`config.mk`:
```
export PLATFORM = sky130hd
export DESIGN_NAME = mem_port_arbiter
export DESIGN_NICKNAME = d
export VERILOG_FILES = /design/src/rtl/arb_pkg.sv /design/src/rtl/arb_pick.sv /design/src/rtl/mem_port_arbiter.sv
export SDC_FILE = /design/constraint.sdc
export NUM_CORES = 1
export LEC_CHECK = 0
export BUFFER_PORTS_ARGS = -buffer_cell sky130_fd_sc_hd__buf_2
export CORE_MARGIN = 3
export CORE_UTILIZATION = 45
export CTS_CLUSTER_DIAMETER = 40
export CTS_CLUSTER_SIZE = 16
export DETAILED_ROUTE_END_ITERATION = 7
export PLACE_DENSITY = 0.8
export RECOVER_POWER = 50
export SETUP_SLACK_MARGIN = 0.15
export SKIP_CTS_REPAIR_TIMING = 1
export SLEW_MARGIN = 0
export SYNTH_ARGS = -nofsm -noshare
export SYNTH_HDL_FRONTEND = slang
export SYNTH_SLANG_ARGS = --single-unit
```
`constraint.sdc`:
```
create_clock -name clk -period 3.65 [get_ports clk]
set_input_delay 0.365 -clock clk [delete_from_list [all_inputs] [get_ports clk]]
set_output_delay 0.365 -clock clk [all_outputs]
set_load 0.01 [all_outputs]
```
`src/rtl/arb_pkg.sv`:
```
// Shared encodings for the memory-port arbiter: FSM states,
// data-access size codes and the last-grant identities.
package arb_pkg;

    // Arbiter FSM states
    typedef enum logic [1:0] {
        IDLE     = 2'd0,
        SERVE_IF = 2'd1,
        SERVE_D  = 2'd2,
        RESP     = 2'd3
    } arb_state_t;

    // d_size / mem_size encodings
    localparam logic [1:0] SIZE_BYTE = 2'b00;
    localparam logic [1:0] SIZE_HALF = 2'b01;
    localparam logic [1:0] SIZE_WORD = 2'b10;

    // Identity of the requester served last
    localparam logic GRANT_IF = 1'b0;
    localparam logic GRANT_D  = 1'b1;

endpackage

```
`src/rtl/arb_pick.sv`:
```
// Combinational grant selector for the memory-port arbiter.
// Ports: if_req/d_req requests in, last_d = data was served last,
// grant_if/grant_d one-hot (or zero) grant out.
// RR = 0: data always beats fetch on a tie.
// RR = 1: on a tie the requester not served last wins.
module arb_pick
    import arb_pkg::*;
#(
    parameter bit RR = 1'b0
) (
    input  logic if_req,
    input  logic d_req,
    input  logic last_d,
    output logic grant_if,
    output logic grant_d
);

    always_comb begin
        grant_if = 1'b0;
        grant_d  = 1'b0;
        if (d_req && if_req) begin
            if (RR && (last_d == GRANT_D)) begin
                grant_if = 1'b1;
            end else begin
                grant_d = 1'b1;
            end
        end else begin
            grant_if = if_req;
            grant_d  = d_req;
        end
    end

endmodule

```
`src/rtl/mem_port_arbiter.sv`:
```
// Single-port memory arbiter between instruction fetch and data
// access. Requests are sampled only in IDLE; the winner's command is
// registered onto mem_* and held until mem_ack, then the winner gets
// its read data and a one-cycle done pulse in RESP.
// Ports: clk, rst (sync, active-high); fetch side if_req/if_addr ->
// if_rdata/if_done/if_stall; data side d_req/d_we/d_size/d_addr/
// d_wdata -> d_rdata/d_done/d_stall; memory side mem_req/mem_we/
// mem_size/mem_addr/mem_wdata, mem_rdata/mem_ack.
// Build option: define ARB_ROUND_ROBIN_EN for alternating tie-break;
// otherwise data has fixed priority over fetch.
module mem_port_arbiter
    import arb_pkg::*;
#(
    parameter int ADDR_W = 32,
    parameter int DATA_W = 32
) (
    input  logic              clk,
    input  logic              rst,

    input  logic              if_req,
    input  logic [ADDR_W-1:0] if_addr,
    output logic [DATA_W-1:0] if_rdata,
    output logic              if_done,
    output logic              if_stall,

    input  logic              d_req,
    input  logic              d_we,
    input  logic [1:0]        d_size,
    input  logic [ADDR_W-1:0] d_addr,
    input  logic [DATA_W-1:0] d_wdata,
    output logic [DATA_W-1:0] d_rdata,
    output logic              d_done,
    output logic              d_stall,

    output logic              mem_req,
    output logic              mem_we,
    output logic [1:0]        mem_size,
    output logic [ADDR_W-1:0] mem_addr,
    output logic [DATA_W-1:0] mem_wdata,
    input  logic [DATA_W-1:0] mem_rdata,
    input  logic              mem_ack
);

    arb_state_t state;
    logic       grant_if;
    logic       grant_d;
    logic       last_d;

`ifdef ARB_ROUND_ROBIN_EN
    localparam bit RR_EN = 1'b1;
    logic last_grant;
    assign last_d = last_grant;
`else
    localparam bit RR_EN = 1'b0;
    assign last_d = GRANT_IF;
`endif

    arb_pick #(
        .RR(RR_EN)
    ) u_pick (
        .if_req  (if_req),
        .d_req   (d_req),
        .last_d  (last_d),
        .grant_if(grant_if),
        .grant_d (grant_d)
    );

    // Stall drops in the done cycle so the pipeline advances there
    assign if_stall = if_req & ~if_done;
    assign d_stall  = d_req & ~d_done;

    always_ff @(posedge clk) begin
        if (rst) begin
            state      <= IDLE;
            mem_req    <= 1'b0;
            mem_we     <= 1'b0;
            mem_size   <= 2'b00;
            mem_addr   <= '0;
            mem_wdata  <= '0;
            if_rdata   <= '0;
            d_rdata    <= '0;
            if_done    <= 1'b0;
            d_done     <= 1'b0;
`ifdef ARB_ROUND_ROBIN_EN
            last_grant <= GRANT_IF;
`endif
        end else begin
            // done is a single-cycle pulse
            if_done <= 1'b0;
            d_done  <= 1'b0;
            unique case (state)
                IDLE: begin
                    if (grant_d) begin
                        state     <= SERVE_D;
                        mem_req   <= 1'b1;
                        mem_we    <= d_we;
                        mem_size  <= d_size;
                        mem_addr  <= d_addr;
                        mem_wdata <= d_wdata;
`ifdef ARB_ROUND_ROBIN_EN
                        last_grant <= GRANT_D;
`endif
                    end else if (grant_if) begin
                        state     <= SERVE_IF;
                        mem_req   <= 1'b1;
                        mem_we    <= 1'b0;
                        mem_size  <= SIZE_WORD;
                        mem_addr  <= if_addr;
                        mem_wdata <= '0;
`ifdef ARB_ROUND_ROBIN_EN
                        last_grant <= GRANT_IF;
`endif
                    end
                end
                SERVE_IF: begin
                    if (mem_ack) begin
                        state    <= RESP;
                        mem_req  <= 1'b0;
                        if_rdata <= mem_rdata;
                        if_done  <= 1'b1;
                    end
                end
                SERVE_D: begin
                    if (mem_ack) begin
                        state   <= RESP;
                        mem_req <= 1'b0;
                        d_done  <= 1'b1;
                        // stores keep the last load value
                        if (!mem_we) begin
                            d_rdata <= mem_rdata;
                        end
                    end
                end
                RESP: begin
                    state <= IDLE;
                end
                default: begin
                    state <= IDLE;
                end
            endcase
        end
    end

endmodule

```
Word level (Yosys, flattened, before mapping)
Index checks and enable logic that the tools add are counted.
- add/subtract/negate cells: 0
- multipliers: 0
- div/mod/pow operators: 0
- $lt $le $gt $ge: 0
- equal/unequal tests: 5
- shift operators: 0
- mux-type cells: 19
- bitwise logic cells: 7
- reduce and logical (&&, ||, !) cells: 12
- operators with widths (operator ; count):
    32-bit 2-to-1 mux ; 4
    2-bit 2-to-1 mux ; 5
    1-bit 2-to-1 mux ; 8
    2-bit one-hot mux with 3 select lines ; 1
    2-bit AND reduction ; 3
    3-bit AND reduction ; 2
    2-bit OR reduction ; 3
    1-bit inverter ; 5
    2-bit equality test (second input constant) ; 2
    2-bit nonzero test ; 2
    3-bit != test (second input constant) ; 1
    1-bit bitwise AND ; 2
    2-bit by 1-bit equality test with 1-bit output (second input constant) ; 1
    2-bit logical NOT ; 1
    2-bit by 1-bit != test with 1-bit output (second input constant) ; 1
    1-bit one-hot mux with 2 select lines ; 1
    1-bit logical AND ; 1
- register bits after elaboration: 136
- latch bits: 0
- bits in writable memories: 0
- ROM bits: 0
- input bits: 136
- output and inout bits: 136
- logic and storage cells: 53
- memories kept: 0

Logic depth before layout (Yosys ltp)
Gate-level depths: netlist of run 1.
- depth in word-level cells: 5
- depth in mapped cells: 7
- depth with buffers taken out: 5

Hierarchy
From an unflattened synthesis of run 1, not the netlist that was laid out.
- cell total of the unflattened synthesis: 576
- area total of the unflattened synthesis: 5476.5 um2
- by module, submodules not included (module ; instances ; cells an instance ; area an instance (um2) ; seq. area each (um2)):
    mem_port_arbiter ; 1 ; 574 ; 5466.5 ; 2722.6
    arb_pick ; 1 ; 2 ; 10.0 ; 0.0

Worst setup path before layout of run 1
Ideal clock, no wire load.
- path type: register -> register
- from: register state[0]
- to: register state[1]
- setup time: 0.087 ns
- arrival time: 1.417 ns
- data required time: 3.563 ns
- path slack: 2.146 ns
- cell stages (with the launch flop): 6
- buffers on the path: 0
- period minus slack after synthesis: 1.504 ns
- cell sequence: dfxtp_1 -> inv_1 -> ha_1 -> nor3b_2 -> or4_1 -> o31ai_1
- word-level cells in the longest chain between the ends: 4
- elaborated cells between the ends (all ways): 9
- those cells by class: eq/ne: 5; mux: 1; reduce/logical: 3
- ends and longest elaborated chain (element ; line ; text):
    start, declared ; mem_port_arbiter.sv:44 ; arb_state_t state;
    start signal, assigned ; mem_port_arbiter.sv:74 ; state <= IDLE;
    start signal, assigned ; mem_port_arbiter.sv:94 ; state <= SERVE_D;
    start signal, assigned ; mem_port_arbiter.sv:104 ; state <= SERVE_IF;
    2-bit equality test / 2-bit by 1-bit equality test with 1-bit output (equally long branches) ; mem_port_arbiter.sv:91 ; unique case (state)
    2-bit OR reduction (no source line) ; n/a ;
    2-bit by 1-bit != test with 1-bit output (no source line) ; n/a ;
    2-bit AND reduction (no source line) ; n/a ;
Parallel ways exist; a longest one is shown, timed or not.
A chain may end at the register's enable or synchronous reset.

Final worst setup path of run 1
- from: register state[1]
- to: register mem_addr[1]
- word-level cells in the longest chain between the ends: 2
- ends and longest elaborated chain (element ; line ; text):
    2-bit logical NOT ; mem_port_arbiter.sv:91 ;
    2-bit AND reduction (no source line) ; n/a ;
    end signal, assigned ; mem_port_arbiter.sv:98 ; mem_addr <= d_addr;
    end signal, assigned ; mem_port_arbiter.sv:108 ; mem_addr <= if_addr;
    end, declared ; mem_port_arbiter.sv:38 ; output logic [ADDR_W-1:0] mem_addr,
Every way passes these cells.

==> Implementation_results.wiki, run 1 <==
{| class="wikitable"
! Metric !! Value
|-
| Worst Reg-to-Reg Cells || 6
|-
| CTS tree || done
|-
| Reg-to-reg endpoint || mem_addr[1]$_SDFFE_PP0P_
|-
| Post-Synthesis Mean Instance Area || 9.10 um^2
|-
| Worst hold path depth || 3
|-
| Global-route wire length before repair || 22300 um
|-
| Cell area after layout || 6960 um^2
|-
| Cell type with the highest aggregate area in the netlist || sky130_fd_sc_hd__dfxtp_1
|-
| Run status || complete, but fails checks
|-
| Area share of the largest cell type after synthesis || 52.2%
|-
| Crit. End Element || flop
|-
| Worst setup path category || flop to flop
|-
| Root buffer cell || sky130_fd_sc_hd__clkbuf_16
|-
| Cell area reported after detailed placement || 6570 um^2
|-
| Met2 Usage GRT || a little over a third
|-
| Top-level I/O count || ~270
|-
| Critical Path Max Stage Delay || 0.53 ns
|-
| Wire length per cell || around 14 um
|-
| CP Data Arrival Time || ~2.4 ns
|-
| Total number of vias || 4870
|-
| CP Cell Sequence || inv_1 -> ha_1 -> o21a_2 -> buf_4 -> nor2_1 -> a211oi_2
|-
| Shortest period the worst path allows || approximately 2.1 ns
|-
| Mean number of vias per cell || approximately 5.0
|-
| Area delta synth->final || 33.5%
|-
| Final #Nets || 965
|-
| Number of buffers added by the clock tree synthesis step || 17
|-
| Violated checks || max-capacitance violations, max-slew violations
|-
| Leak Pwr || between 0.002 and 0.003 uW
|-
| Area fraction in compound gates after synthesis || 19.2%
|-
| Setup crit start kind || flop
|-
| Switching Fraction || 32.9%
|-
| Combined area of all synthesized cells || approximately 5200 um^2
|-
| Sequential Power Share || about 39%
|-
| Maximum clock insertion buffer count || 2
|-
| Number of synthesized flops with an enable pin || 0
|-
| Number of inserted diodes || 0
|-
| Number of distinct library cells after synthesis || 29
|-
| Class of the tightest hold or removal check || input pin to flop
|-
| Height of the die || 114 um
|-
| Slew Limit Headroom || -5.68%
|-
| Met1 track demand over resource in global routing || 25.4%
|-
| RSZ-0062 raised after global routing || no
|-
| Simple-Gate Fraction of Synth Area || 16.0%
|-
| TNS Setup || 0 ns
|-
| Share of the synthesized netlist area taken by xor and xnor gates || 0%
|-
| Worst clock skew || 0.00661 ns
|-
| Std-Cell Core Area || 11100 um^2
|-
| Maximum fanout count along the critical path || between 40 and 50
|-
| Synthesized Nets || a little over 700
|-
| Initial standard-cell utilization of the core || 47.1%
|-
| Setup crit end || mem_addr[1]$_SDFFE_PP0P_
|-
| Main combinational cell family by area after synthesis || compound AO/OA/AOI/OAI gates
|-
| Most used flip-flop cell after synthesis || sky130_fd_sc_hd__dfxtp_1
|-
| Dpl hpwl || 10000 um
|-
| Maximum number of pins on one net before global-route repair || 70
|-
| FFs w/ async S/R, synth || 0%
|-
| Initial DRC Count || 345
|-
| Final standard cell utilization of the core || 62.8%
|-
| Fraction of layout cells with a size suffix above 1 || 23.3%
|-
| Number of global-route vias before repair || 4603
|-
| Total number of placement rows || 38
|-
| Cell count after synthesis || 573
|-
| Antenna violations before repair || 0
|-
| Global-route total usage across every layer || 21.5%
|-
| Setup crit start || state[1]$_SDFFE_PP0P_
|-
| Max stage delay cell, worst path || sky130_fd_sc_hd__buf_4
|-
| Die boundary width || 114 um
|-
| Final count of pins violating max slew || 68
|-
| Worst reg-to-reg setup slack || 1.56 ns
|-
| Final Hold Fails || 0
|-
| Internal power || 3400 uW
|-
| Areal power density over the cells || slightly above 700 nW/um^2
|-
| FMAX || about 0.48 GHz
|-
| WP data required || a little under 4 ns
|-
| Fill cell instance count of the final layout || approximately 1100
|-
| Peak supply drop || 0.000449 V
|-
| Post-detailed-route count of antenna-violating nets || 0
|-
| Max-cap violation count || 1
|-
| Post-synthesis sequential element count || 136
|-
| Number of port buffers || approximately 270
|-
| Met3 Track Usage GR || 8.33%
|-
| Combinational fraction of design power || 28.9%
|-
| Startpoint of the worst register-to-register path || state[1]$_SDFFE_PP0P_
|-
| Clock network latency to the later pin of the worst-skew pair || 0.40 ns
|-
| Part of the power in the clock network || 32.4%
|-
| Final routed wirelength across all metal layers || 14100 um
|-
| Part of the cycle the worst path needs || 57.2%
|-
| Tot Pwr || a little over 5000 uW
|-
| Cell types with the largest area share after synthesis || sky130_fd_sc_hd__dfxtp_1, sky130_fd_sc_hd__nand2_1, sky130_fd_sc_hd__mux2i_1
|-
| Pre-Repair DR Iteration Count || 6
|-
| Weighted congestion reported at the end of routability-driven placement || around 0.8
|-
| Area of the die || 12900 um^2
|-
| Setup Viol. Count Final || 0
|-
| Proportion of synthesized chip area in sequential cells || 52.2%
|-
| Residual DRC || 0
|-
| Net Sw Power || 1660 uW
|-
| Portion of netlist area occupied by mux cells || under 10%
|-
| Highest-utilization routing layer at the global route stage || met2
|-
| Warning count from the yosys run || 0
|-
| Gr ovfl total || 0
|-
| H-tree levels || 4
|-
| Post-Synth Adder-Cell Area || between 1 and 1.5%
|-
| CTS sink cnt || 136
|-
| CTS clock-pin slew for the worst setup and hold paths || 0.05 ns
|-
| Slew at the pin closest to its max-slew limit || 1.59 ns
|}
-- worst min-delay path by stage --
stage,startpoint,end,slack (ns)
3_5_place_dp,if_rdata[13]$_SDFFE_PP0P_,if_rdata[13]$_SDFFE_PP0P_,0.44
2_1_floorplan,d_rdata[0]$_SDFFE_PP0P_,d_rdata[0]$_SDFFE_PP0P_,0.48
6_report,mem_rdata[17],d_rdata[17]$_SDFFE_PP0P_,0.20
4_1_cts,mem_rdata[17],d_rdata[17]$_SDFFE_PP0P_,0.18
3_3_place_gp,if_rdata[8]$_SDFFE_PP0P_,if_rdata[8]$_SDFFE_PP0P_,0.44
5_1_grt,d_wdata[12],mem_wdata[12]$_SDFFE_PP0P_,0.19
-- per-layer routing --
layer | wire, um | vias up
li1 | - | 2447
met1 | 5730 | 2192
met4 | 317 | 0
met2 | 6600 | 205
met5 | 0 | -
met3 | 1470 | 26
-- power groups by stage --
stage	registers, uW	clock network, uW	logic (uW)
finish	1960	1640	1460
global route	2000	1740	1640
CTS	1950	1680	1560
detailed placement	1970	0	1550
global placement	1970	0	1530
floorplan	2120	0	908
-- synthesized netlist by cell type, types with 2 or more instances --
cell type	instances
sky130_fd_sc_hd__a211oi_1	10
sky130_fd_sc_hd__a211oi_2	22
sky130_fd_sc_hd__a21oi_1	65
sky130_fd_sc_hd__a22oi_1	34
sky130_fd_sc_hd__and2_1	2
sky130_fd_sc_hd__buf_2	18
sky130_fd_sc_hd__buf_4	3
sky130_fd_sc_hd__buf_6	6
sky130_fd_sc_hd__clkbuf_1	19
sky130_fd_sc_hd__dfxtp_1	136
sky130_fd_sc_hd__ha_1	5
sky130_fd_sc_hd__inv_1	3
sky130_fd_sc_hd__mux2i_1	33
sky130_fd_sc_hd__nand2_1	131
sky130_fd_sc_hd__nor2_1	69
sky130_fd_sc_hd__nor2b_1	3
sky130_fd_sc_hd__or4_1	2
-- flip-flops by register name, summed over array words and instances (netlist names), 2 cells and up --
register	cells
d_rdata	32
mem_size	2
mem_addr	32
mem_wdata	32
if_rdata	32
state	2
-- kinds of logic after synthesis --
| logic type | after synthesis |
|---|---|
| buffers and inverters | 50 |
| and+or+nand+nor | 211 |
| adders and majority gates | 5 |
| AOI/OAI and AO/OA | 138 |
| DFF | 136 |
| muxes | 33 |
-- area by class of cell --
class                      count  area (um^2)  share of cell area [%]
sequential                   136         2720                    39.1
tap                          140          175                    2.52
inverter                       3         11.3                   0.162
multi-input combinational    387         2220                    32.0
timing repair buffer         279         1260                    18.1
clock buffer                  26          499                    7.17
clock inverter                 3         65.1                   0.935
-- critical path: cells and delay by family (launching register included) --
| kind | cells | cell delay [ns] |
|---|---|---|
| buffers and inverters | 2 | 0.66 |
| DFF | 1 | 0.33 |
| adders and majority gates | 1 | 0.28 |
| AOI/OAI and AO/OA | 2 | 0.59 |
| and+or+nand+nor | 1 | 0.10 |
-- through the flow --
step                hold slack (ns)  worst slack [ns]  cells
floorplan                     0.481              2.15    573
global placement              0.439              1.68    945
detailed placement            0.443              1.59    945
CTS                           0.185              1.58    974
global route                  0.189              1.35    974
finish                        0.205              1.56    974
-- cell usage in the layout (no fill, tap or decap), drive strengths merged --
cell type	count
o311ai	1
clkbuf	162
a2111o	1
a22oi	34
o21a	1
nor2	69
and3	1
clkinv	1
dfxtp	136
nand2	131
o31ai	1
inv	3
nor3b	1
mux2i	33
and3b	1
nand3b	1
a211oi	32
o221a	1
nor2b	3
a21oi	65
or4	2
o21ai	2
and2	2
buf	143
bufinv	2
ha	5
Note: power is estimated with default switching activity, not from simulation.
==> inputs of run 2 (changes only) <==
==> constraint.sdc (replaced) <==
create_clock -name clk -period 2.1 [get_ports clk]
set_input_delay 0.21 -clock clk [delete_from_list [all_inputs] [get_ports clk]]
set_output_delay 0.21 -clock clk [all_outputs]
set_load 0.01 [all_outputs]
==> run 2 against run 1 <==
The run now ends clean. Via count increased by 0.29%. Combinational power increased by 79%. Cell area increased by 0.25%. Worst setup slack got worse by 1.2 ns. Utilization increased by 0.16 points. Cell count increased by 0.51%. Routed wire length increased by 1.7%. Register-to-register slack got worse by 1.2 ns. Power increased by 71%. Global-route usage increased by 0.33 points. First-iteration DRC count decreased by 20%. Count of clock-buffer cells in the layout decreased by 6. Critical path type unchanged. Largest power group unchanged.
==> Implementation_results.wiki, run 2 (synthesized netlist as in run 1, its figures left out) <==
{| class="wikitable"
! Metric !! Value
|-
| Leading cell types in the layout, fill and taps excluded || sky130_fd_sc_hd__dfxtp_1, sky130_fd_sc_hd__buf_2, sky130_fd_sc_hd__clkbuf_1, sky130_fd_sc_hd__nand2_1, sky130_fd_sc_hd__nor2_1 (was sky130_fd_sc_hd__clkbuf_1, sky130_fd_sc_hd__dfxtp_1, sky130_fd_sc_hd__buf_2, sky130_fd_sc_hd__nand2_1, sky130_fd_sc_hd__nor2_1)
|-
| Area of the die || 12900 um^2 (unchanged)
|-
| Global-route total usage across every layer || 21.8% (was 21.5%)
|-
| Worst Path Buf+Inv || 2 (unchanged)
|-
| Maximum clock insertion buffer count || 2 (unchanged)
|-
| Number of inserted diodes || 0 (unchanged)
|-
| Class of the tightest hold or removal check || input pin to flop (unchanged)
|-
| Part of the cycle the worst path needs || 82.3% (was 57.2%)
|-
| Wire length per cell || 14.7 um (was 14.5 um)
|-
| Area delta synth->final || 33.8% (was 33.5%)
|-
| Maximum fanout count along the critical path || 48 (was 47)
|-
| Worst hold path depth || 3 (unchanged)
|-
| Max stage delay cell, worst path || sky130_fd_sc_hd__dfxtp_1 (was sky130_fd_sc_hd__buf_4)
|-
| Maximum number of pins on one net before global-route repair || 72 (was 70)
|-
| Residual DRC || 0 (unchanged)
|-
| Number of global-route vias before repair || 4709 (was 4603)
|-
| Mean number of vias per cell || 4.99 (was 5.00)
|-
| RSZ-0062 raised after global routing || no (unchanged)
|-
| Worst Reg-to-Reg Cells || 6 (unchanged)
|-
| Setup Viol. Count Final || 0 (unchanged)
|-
| FMAX || 0.579 GHz (was 0.479 GHz)
|-
| WP data required || 2.43 ns (was 3.95 ns)
|-
| Top-level I/O count || 272 (unchanged)
|-
| H-tree levels || 4 (unchanged)
|-
| Worst clock skew || 0.00635 ns (was 0.00661 ns)
|-
| Number of port buffers || 271 (unchanged)
|-
| Slew Limit Headroom || 63.8% (was -5.68%)
|-
| Number of buffers added by the clock tree synthesis step || 17 (unchanged)
|-
| CTS sink cnt || 136 (unchanged)
|-
| Initial standard-cell utilization of the core || 47.1% (unchanged)
|-
| Die boundary width || 114 um (unchanged)
|-
| Pre-Repair DR Iteration Count || 7 (was 6)
|-
| Total number of vias || 4884 (was 4870)
|-
| CP Cell Sequence || inv_1 -> ha_1 -> o21a_4 -> buf_12 -> nor2_1 -> a211oi_2 (was inv_1 -> ha_1 -> o21a_2 -> buf_4 -> nor2_1 -> a211oi_2)
|-
| Crit. End Element || flop (unchanged)
|-
| Final Hold Fails || 0 (unchanged)
|-
| Shortest period the worst path allows || 1.73 ns (was 2.09 ns)
|-
| Slew at the pin closest to its max-slew limit || 0.543 ns (was 1.59 ns)
|-
| Setup crit start kind || flop (unchanged)
|-
| Fill cell instance count of the final layout || 1019 (was 1062)
|-
| CTS clock-pin slew for the worst setup and hold paths || 0.06 ns (was 0.05 ns)
|-
| Final count of pins violating max slew || 0 (was 68)
|-
| Final routed wirelength across all metal layers || 14400 um (was 14100 um)
|-
| Worst setup path category || flop to flop (unchanged)
|-
| Weighted congestion reported at the end of routability-driven placement || 0.832 (was 0.800)
|-
| Critical Path Max Stage Delay || 0.32 ns (was 0.53 ns)
|-
| Post-detailed-route count of antenna-violating nets || 0 (unchanged)
|-
| CP Data Arrival Time || 2.06 ns (was 2.39 ns)
|-
| Height of the die || 114 um (unchanged)
|-
| Run status || finished clean (was complete, but fails checks)
|-
| Antenna violations before repair || 0 (unchanged)
|-
| Final #Nets || 967 (was 965)
|-
| TNS Setup || 0 ns (unchanged)
|-
| Gr ovfl total || 0 (unchanged)
|-
| Footprint of the flip-flops and latches || 2720 um^2 (unchanged)
|-
| Dpl hpwl || 10200 um (was 10000 um)
|-
| Initial DRC Count || 276 (was 345)
|-
| Std-Cell Core Area || 11100 um^2 (unchanged)
|-
| Fraction of layout cells with a size suffix above 1 || 24.4% (was 23.3%)
|-
| Max-cap violation count || 0 (was 1)
|-
| Clock network latency to the later pin of the worst-skew pair || 0.41 ns (was 0.40 ns)
|-
| Worst hold margin || 0.0427 ns (was 0.205 ns)
|-
| Total stage count of the critical path || 6 (unchanged)
|-
| Peak supply drop || 0.000755 V (was 0.000449 V)
|-
| Areal power density over the cells || 1240 nW/um^2 (was 727 nW/um^2)
|-
| Global-route wire length before repair || 22400 um (was 22300 um)
|-
| Final standard cell utilization of the core || 63.0% (was 62.8%)
|-
| CTS tree || done (unchanged)
|-
| Total number of placement rows || 38 (unchanged)
|-
| Multi-input gate area in the final layout || 2230 um^2 (was 2220 um^2)
|-
| Leak Pwr || 0.00284 uW (about the same)
|-
| Root buffer cell || sky130_fd_sc_hd__clkbuf_16 (unchanged)
|-
| Kind of cell adding the most delay to the critical path || compound AO/OA/AOI/OAI gates (was buffers and inverters)
|}
-- run 2: changes by cell type in the layout (fill, tap and decap cells not counted) --
cell,change
sky130_fd_sc_hd__clkinvlp_4,+4
sky130_fd_sc_hd__clkbuf_1,-6
sky130_fd_sc_hd__buf_2,+1
sky130_fd_sc_hd__buf_4,+2
sky130_fd_sc_hd__clkbuf_8,-1
sky130_fd_sc_hd__buf_12,+1
sky130_fd_sc_hd__o21a_4,+1
sky130_fd_sc_hd__bufinv_16,-2
sky130_fd_sc_hd__clkbuf_2,-1
sky130_fd_sc_hd__clkinv_4,+2
sky130_fd_sc_hd__o21a_2,-1
sky130_fd_sc_hd__clkinv_2,+5
-- run 2: path summary, 6_finish.rpt --
path,slack [ns],from,to
setup / recovery,0.37,state[1]$_SDFFE_PP0P_,mem_addr[8]$_SDFFE_PP0P_
hold / removal,0.04,mem_rdata[5],if_rdata[5]$_SDFFE_PP0P_
hold reg to reg,0.45,d_rdata[14]$_SDFFE_PP0P_,d_rdata[14]$_SDFFE_PP0P_
setup reg to reg,0.37,state[1]$_SDFFE_PP0P_,mem_addr[8]$_SDFFE_PP0P_
-- run 2: per-layer routing --
layer | vias up | wire length [um] | GRT usage [%]
met5 | - | 0 | 0
met4 | 0 | 383 | 10.3
met3 | 29 | 1530 | 9.39
met2 | 210 | 6870 | 36.2
met1 | 2187 | 5570 | 24.0
li1 | 2458 | - | -
-- run 2: tightest hold or removal path: stages --
cell	delay, ns
sky130_fd_sc_hd__buf_2	0.11
sky130_fd_sc_hd__nand2_1	0.05
sky130_fd_sc_hd__a21oi_1	0.05
-- run 2: layout make-up --
type	count	area share [%]
flip-flops and latches	136	39.0
multi-input cells	387	32.0
repair buffers	281	18.5
clock buffers	20	6.69
well taps	140	2.51
clock inverters	12	1.11
inverters	3	0.161
-- run 2: power breakdown --
part / leakage, uW / switching, uW / internal [uW] / total, uW
Clock: 0.000263 / 1080 / 1590 / 2670
Sequential: 0.00111 / 275 / 3120 / 3400
Combinational: 0.00147 / 1640 / 974 / 2610
-- run 2: metrics by stage --
stage	worst slack (ns)	instances	total power (uW)	instance area, um^2
after detailed placement	0.313	947	6180	6590
after floorplan	0.596	573	5250	5210
after CTS	0.279	979	8870	7140
after global routing	0.247	979	9220	6980
final	0.372	979	8680	6980
after global placement	0.398	947	6110	6590
==> inputs of run 3 (changes only) <==
--- a/config.mk
+++ b/config.mk
@@ -5,6 +5,7 @@
 export SDC_FILE = /design/constraint.sdc
 export NUM_CORES = 1
 export LEC_CHECK = 0
+export ABC_AREA = 1
 export BUFFER_PORTS_ARGS = -buffer_cell sky130_fd_sc_hd__buf_2
 export CORE_MARGIN = 3
 export CORE_UTILIZATION = 45
==> constraint.sdc (replaced) <==
create_clock -name clk -period 1.8 [get_ports clk]
set_input_delay 0.18 -clock clk [delete_from_list [all_inputs] [get_ports clk]]
set_output_delay 0.18 -clock clk [all_outputs]
set_load 0.01 [all_outputs]
==> run 3 against run 2 <==
Count of clock-buffer cells in the layout fell by 1. First-iteration DRC count rose by 28%. Area after synthesis rose by 1.2%. Via count rose by 11%. Power rose by 23%. Combinational power rose by 33%. Sequential share of layout area fell by 0.49 points. Worst hold slack got worse by 0.033 ns. Register-to-register slack improved by 0.02 ns. Critical endpoint is now mem_addr[31]$_SDFFE_PP0P_. Highest routed layer unchanged.
==> Implementation_results.wiki, run 3 <==
{| class="wikitable"
! Metric !! Value
|-
| Dpl hpwl || 10600 um (was 10200 um)
|-
| Die boundary width || 114 um (about the same)
|-
| Hold Path Origin || mem_rdata[11] (was mem_rdata[5])
|-
| Leading cell types by count after synthesis || sky130_fd_sc_hd__nor2_1, sky130_fd_sc_hd__nand2_1, sky130_fd_sc_hd__dfxtp_1 (was sky130_fd_sc_hd__dfxtp_1, sky130_fd_sc_hd__nand2_1, sky130_fd_sc_hd__nor2_1)
|-
| Uppermost signal routing layer after detailed routing || met4 (unchanged)
|-
| Maximum fanout count along the critical path || 66 (was 48)
|-
| Number of synthesized flops with an enable pin || 0 (unchanged)
|-
| Total number of placement rows || 38 (unchanged)
|-
| Number of global-route vias before repair || 4933 (was 4709)
|-
| Proportion of synthesized chip area in sequential cells || 51.6% (was 52.2%)
|-
| Clock network latency to the later pin of the worst-skew pair || 0.40 ns (was 0.41 ns)
|-
| Fraction of layout cells with a size suffix above 1 || 19.8% (was 24.4%)
|-
| Class of the tightest hold or removal check || input pin to flop (unchanged)
|-
| Slew Limit Headroom || 62.5% (was 63.8%)
|-
| FFs w/ async S/R, synth || 0% (unchanged)
|-
| Worst hold margin || 0.00976 ns (was 0.0427 ns)
|-
| Total length of routed met2 wires || 7220 um (was 6870 um)
|-
| Wire length per cell || 13.2 um (was 14.7 um)
|-
| Weighted congestion reported at the end of routability-driven placement || 0.797 (was 0.832)
|-
| Root buffer cell || sky130_fd_sc_hd__clkbuf_16 (unchanged)
|-
| CTS sink cnt || 136 (unchanged)
|-
| Final routed wirelength across all metal layers || 14900 um (was 14400 um)
|-
| Part of the cycle the worst path needs || 78.2% (was 82.3%)
|-
| Areal power density over the cells || 1510 nW/um^2 (was 1240 nW/um^2)
|-
| H-tree levels || 4 (unchanged)
|-
| Area of the die || 13100 um^2 (was 12900 um^2)
|-
| Number of port buffers || 271 (unchanged)
|-
| FMAX || 0.711 GHz (was 0.579 GHz)
|-
| CTS tree || done (unchanged)
|-
| Post-Synthesis Mean Instance Area || 7.33 um^2 (was 9.10 um^2)
|-
| Most used flip-flop cell after synthesis || sky130_fd_sc_hd__dfxtp_1 (unchanged)
|-
| Leading cell types in the layout, fill and taps excluded || sky130_fd_sc_hd__nor2_1, sky130_fd_sc_hd__nand2_1, sky130_fd_sc_hd__clkbuf_1, sky130_fd_sc_hd__dfxtp_1, sky130_fd_sc_hd__buf_2 (was sky130_fd_sc_hd__dfxtp_1, sky130_fd_sc_hd__buf_2, sky130_fd_sc_hd__clkbuf_1, sky130_fd_sc_hd__nand2_1, sky130_fd_sc_hd__nor2_1)
|-
| Maximum clock insertion buffer count || 2 (unchanged)
|-
| Area share of the largest cell type after synthesis || 51.6% (was 52.2%)
|-
| TNS Setup || 0 ns (unchanged)
|-
| Total number of vias || 5401 (was 4884)
|-
| Pre-Repair DR Iteration Count || 4 (was 7)
|-
| Shortest period the worst path allows || 1.41 ns (was 1.73 ns)
|-
| Terminating pin of the worst hold path || d_rdata[11]$_SDFFE_PP0P_ (was if_rdata[5]$_SDFFE_PP0P_)
|-
| Most frequent cell after synthesis || sky130_fd_sc_hd__nor2_1 (was sky130_fd_sc_hd__dfxtp_1)
|-
| Worst setup path category || flop to flop (unchanged)
|-
| Antenna violations before repair || 0 (unchanged)
|-
| Worst hold path depth || 3 (unchanged)
|-
| Residual DRC || 0 (unchanged)
|-
| Synthesized Nets || 860 (was 714)
|-
| Metal1 wirelength || 6080 um (was 5570 um)
|-
| Warning count from the yosys run || 0 (unchanged)
|-
| Final Hold Fails || 0 (unchanged)
|-
| Cell count after synthesis || 719 (was 573)
|-
| Cell types with the largest area share after synthesis || sky130_fd_sc_hd__dfxtp_1, sky130_fd_sc_hd__nor2_1, sky130_fd_sc_hd__nand2_1 (was sky130_fd_sc_hd__dfxtp_1, sky130_fd_sc_hd__nand2_1, sky130_fd_sc_hd__mux2i_1)
|-
| WP data required || 2.13 ns (was 2.43 ns)
|-
| Gr ovfl total || 0 (unchanged)
|-
| Final standard cell utilization of the core || 63.5% (was 63.0%)
|-
| Setup Viol. Count Final || 0 (unchanged)
|-
| Startpoint of the worst register-to-register path || state[0]$_SDFFE_PP0P_ (was state[1]$_SDFFE_PP0P_)
|-
| Number of distinct library cells after synthesis || 21 (was 29)
|-
| Crit. End Element || flop (unchanged)
|-
| Std-Cell Core Area || 11100 um^2 (about the same)
|-
| CTS clock-pin slew for the worst setup and hold paths || 0.06 ns (about the same)
|-
| Area delta synth->final || 34.0% (was 33.8%)
|-
| Max-cap violation count || 0 (unchanged)
|-
| RSZ-0062 raised after global routing || no (unchanged)
|-
| Final count of pins violating max slew || 0 (unchanged)
|-
| Number of inserted diodes || 0 (unchanged)
|-
| Worst Reg-to-Reg Cells || 6 (unchanged)
|-
| Run status || finished clean (unchanged)
|-
| Most common cell after layout, fill and taps aside || sky130_fd_sc_hd__nor2_1
|-
| Worst clock skew || 0.0140 ns (was 0.00635 ns)
|-
| Global-route total usage across every layer || 22.0% (was 21.8%)
|-
| Maximum number of pins on one net before global-route repair || 75 (was 72)
|-
| Top-level I/O count || 272 (unchanged)
|-
| Post-detailed-route count of antenna-violating nets || 0 (unchanged)
|-
| Sum of met3 wire segment lengths after detailed routing || 1400 um (was 1530 um)
|-
| Tot Pwr || 10600 uW (was 8680 uW)
|-
| Leak Pwr || 0.00321 uW (was 0.00284 uW)
|-
| Worst reg-to-reg setup slack || 0.39 ns (was 0.37 ns)
|-
| CP Data Arrival Time || 1.74 ns (was 2.06 ns)
|-
| Post-synthesis sequential element count || 136 (unchanged)
|-
| Slew at the pin closest to its max-slew limit || 0.562 ns (was 0.543 ns)
|-
| Initial DRC Count || 354 (was 276)
|-
| Non-filler cells, final || 1131 (was 979)
|-
| Number of buffers added by the clock tree synthesis step || 17 (unchanged)
|-
| Global-route wire length before repair || 23400 um (was 22400 um)
|-
| Final #Nets || 1119 (was 967)
|-
| Cell type with the highest aggregate area in the netlist || sky130_fd_sc_hd__dfxtp_1 (unchanged)
|-
| Combined area of all synthesized cells || 5270 um^2 (was 5210 um^2)
|-
| Height of the die || 114 um (about the same)
|-
| Reg-to-reg endpoint || mem_addr[31]$_SDFFE_PP0P_ (was mem_addr[8]$_SDFFE_PP0P_)
|-
| Placed cells || 1099 (was 947)
|-
| Initial standard-cell utilization of the core || 47.4% (was 47.1%)
|-
| Setup crit start kind || flop (unchanged)
|-
| Mean number of vias per cell || 4.78 (was 4.99)
|-
| Peak supply drop || 0.000725 V (was 0.000755 V)
|}
run 3: cell types whose count changed in the layout (fill, tap and decap cells not counted), sizes merged, moves of 4 or more:
cell | previous run | this run
nor2 | 69 | 205
a21oi | 65 | 34
mux2i | 33 | 0
nand2 | 131 | 177
inv | 3 | 17
clkinv | 8 | 3
a211oi | 32 | 0
o21ai | 2 | 100
buf | 147 | 151
a22oi | 34 | 0
run 3: metal layers:
layer	GRT usage, %	vias to the layer above
met5	0	-
met4	6.41	0
met3	7.66	18
met2	38.1	196
met1	25.7	2402
li1	-	2785
run 3: worst max path at each step:
stage / to / from / slack, ns
floorplan: mem_wdata[5]$_SDFFE_PP0P_ / state[0]$_SDFFE_PP0P_ / 0.48
global placement: mem_size[0]$_SDFFE_PP0P_ / state[0]$_SDFFE_PP0P_ / 0.44
detailed placement: mem_wdata[11]$_SDFFE_PP0P_ / state[1]$_SDFFE_PP0P_ / 0.39
CTS: mem_wdata[11]$_SDFFE_PP0P_ / state[1]$_SDFFE_PP0P_ / 0.38
global route: d_rdata[8]$_SDFFE_PP0P_ / state[0]$_SDFFE_PP0P_ / 0.19
finish: mem_addr[31]$_SDFFE_PP0P_ / state[0]$_SDFFE_PP0P_ / 0.39
run 3: metrics by stage:
stage	setup slack, ns	area [um^2]
after detailed placement	0.386	6700
after floorplan	0.484	5270
after global routing	0.186	7060
final	0.393	7060
after global placement	0.445	6700
after CTS	0.380	7230
run 3: kinds of logic after synthesis:
kind of cell / Yosys count / synth area share [%]
and+or+nand+nor: 384 / 27.7
DFF: 136 / 51.6
AOI/OAI and AO/OA: 134 / 13.4
buffers and inverters: 60 / 6.00
adders and majority gates: 5 / 1.19
run 3: layout make-up:
| type | instances | area [um^2] |
|---|---|---|
| clock buffers | 19 | 433 |
| repair buffers | 286 | 1350 |
| inverters | 14 | 52.6 |
| well taps | 140 | 175 |
| multi-input cells | 523 | 2230 |
| flip-flops and latches | 136 | 2720 |
| clock inverters | 13 | 97.6 |
| fillers | 1113 | 4060 |
run 3: power by group:
| part | total, uW | switching, uW | internal [uW] | leakage [uW] |
|---|---|---|---|---|
| registers | 4110 | 365 | 3740 | 0.00112 |
| logic | 3460 | 2250 | 1210 | 0.00186 |
| clock network | 3080 | 1310 | 1770 | 0.000239 |
| total | 10600 | 3920 | 6720 | 0.00321 |
run 3: worst max-delay path, cell delays in order, from the launching register on:
cell,delay (ns)
sky130_fd_sc_hd__dfxtp_1,0.35
sky130_fd_sc_hd__inv_1,0.09
sky130_fd_sc_hd__ha_1,0.26
sky130_fd_sc_hd__o21ai_4,0.09
sky130_fd_sc_hd__buf_12,0.28
sky130_fd_sc_hd__o21ai_0,0.13
sky130_fd_sc_hd__nor2_1,0.09
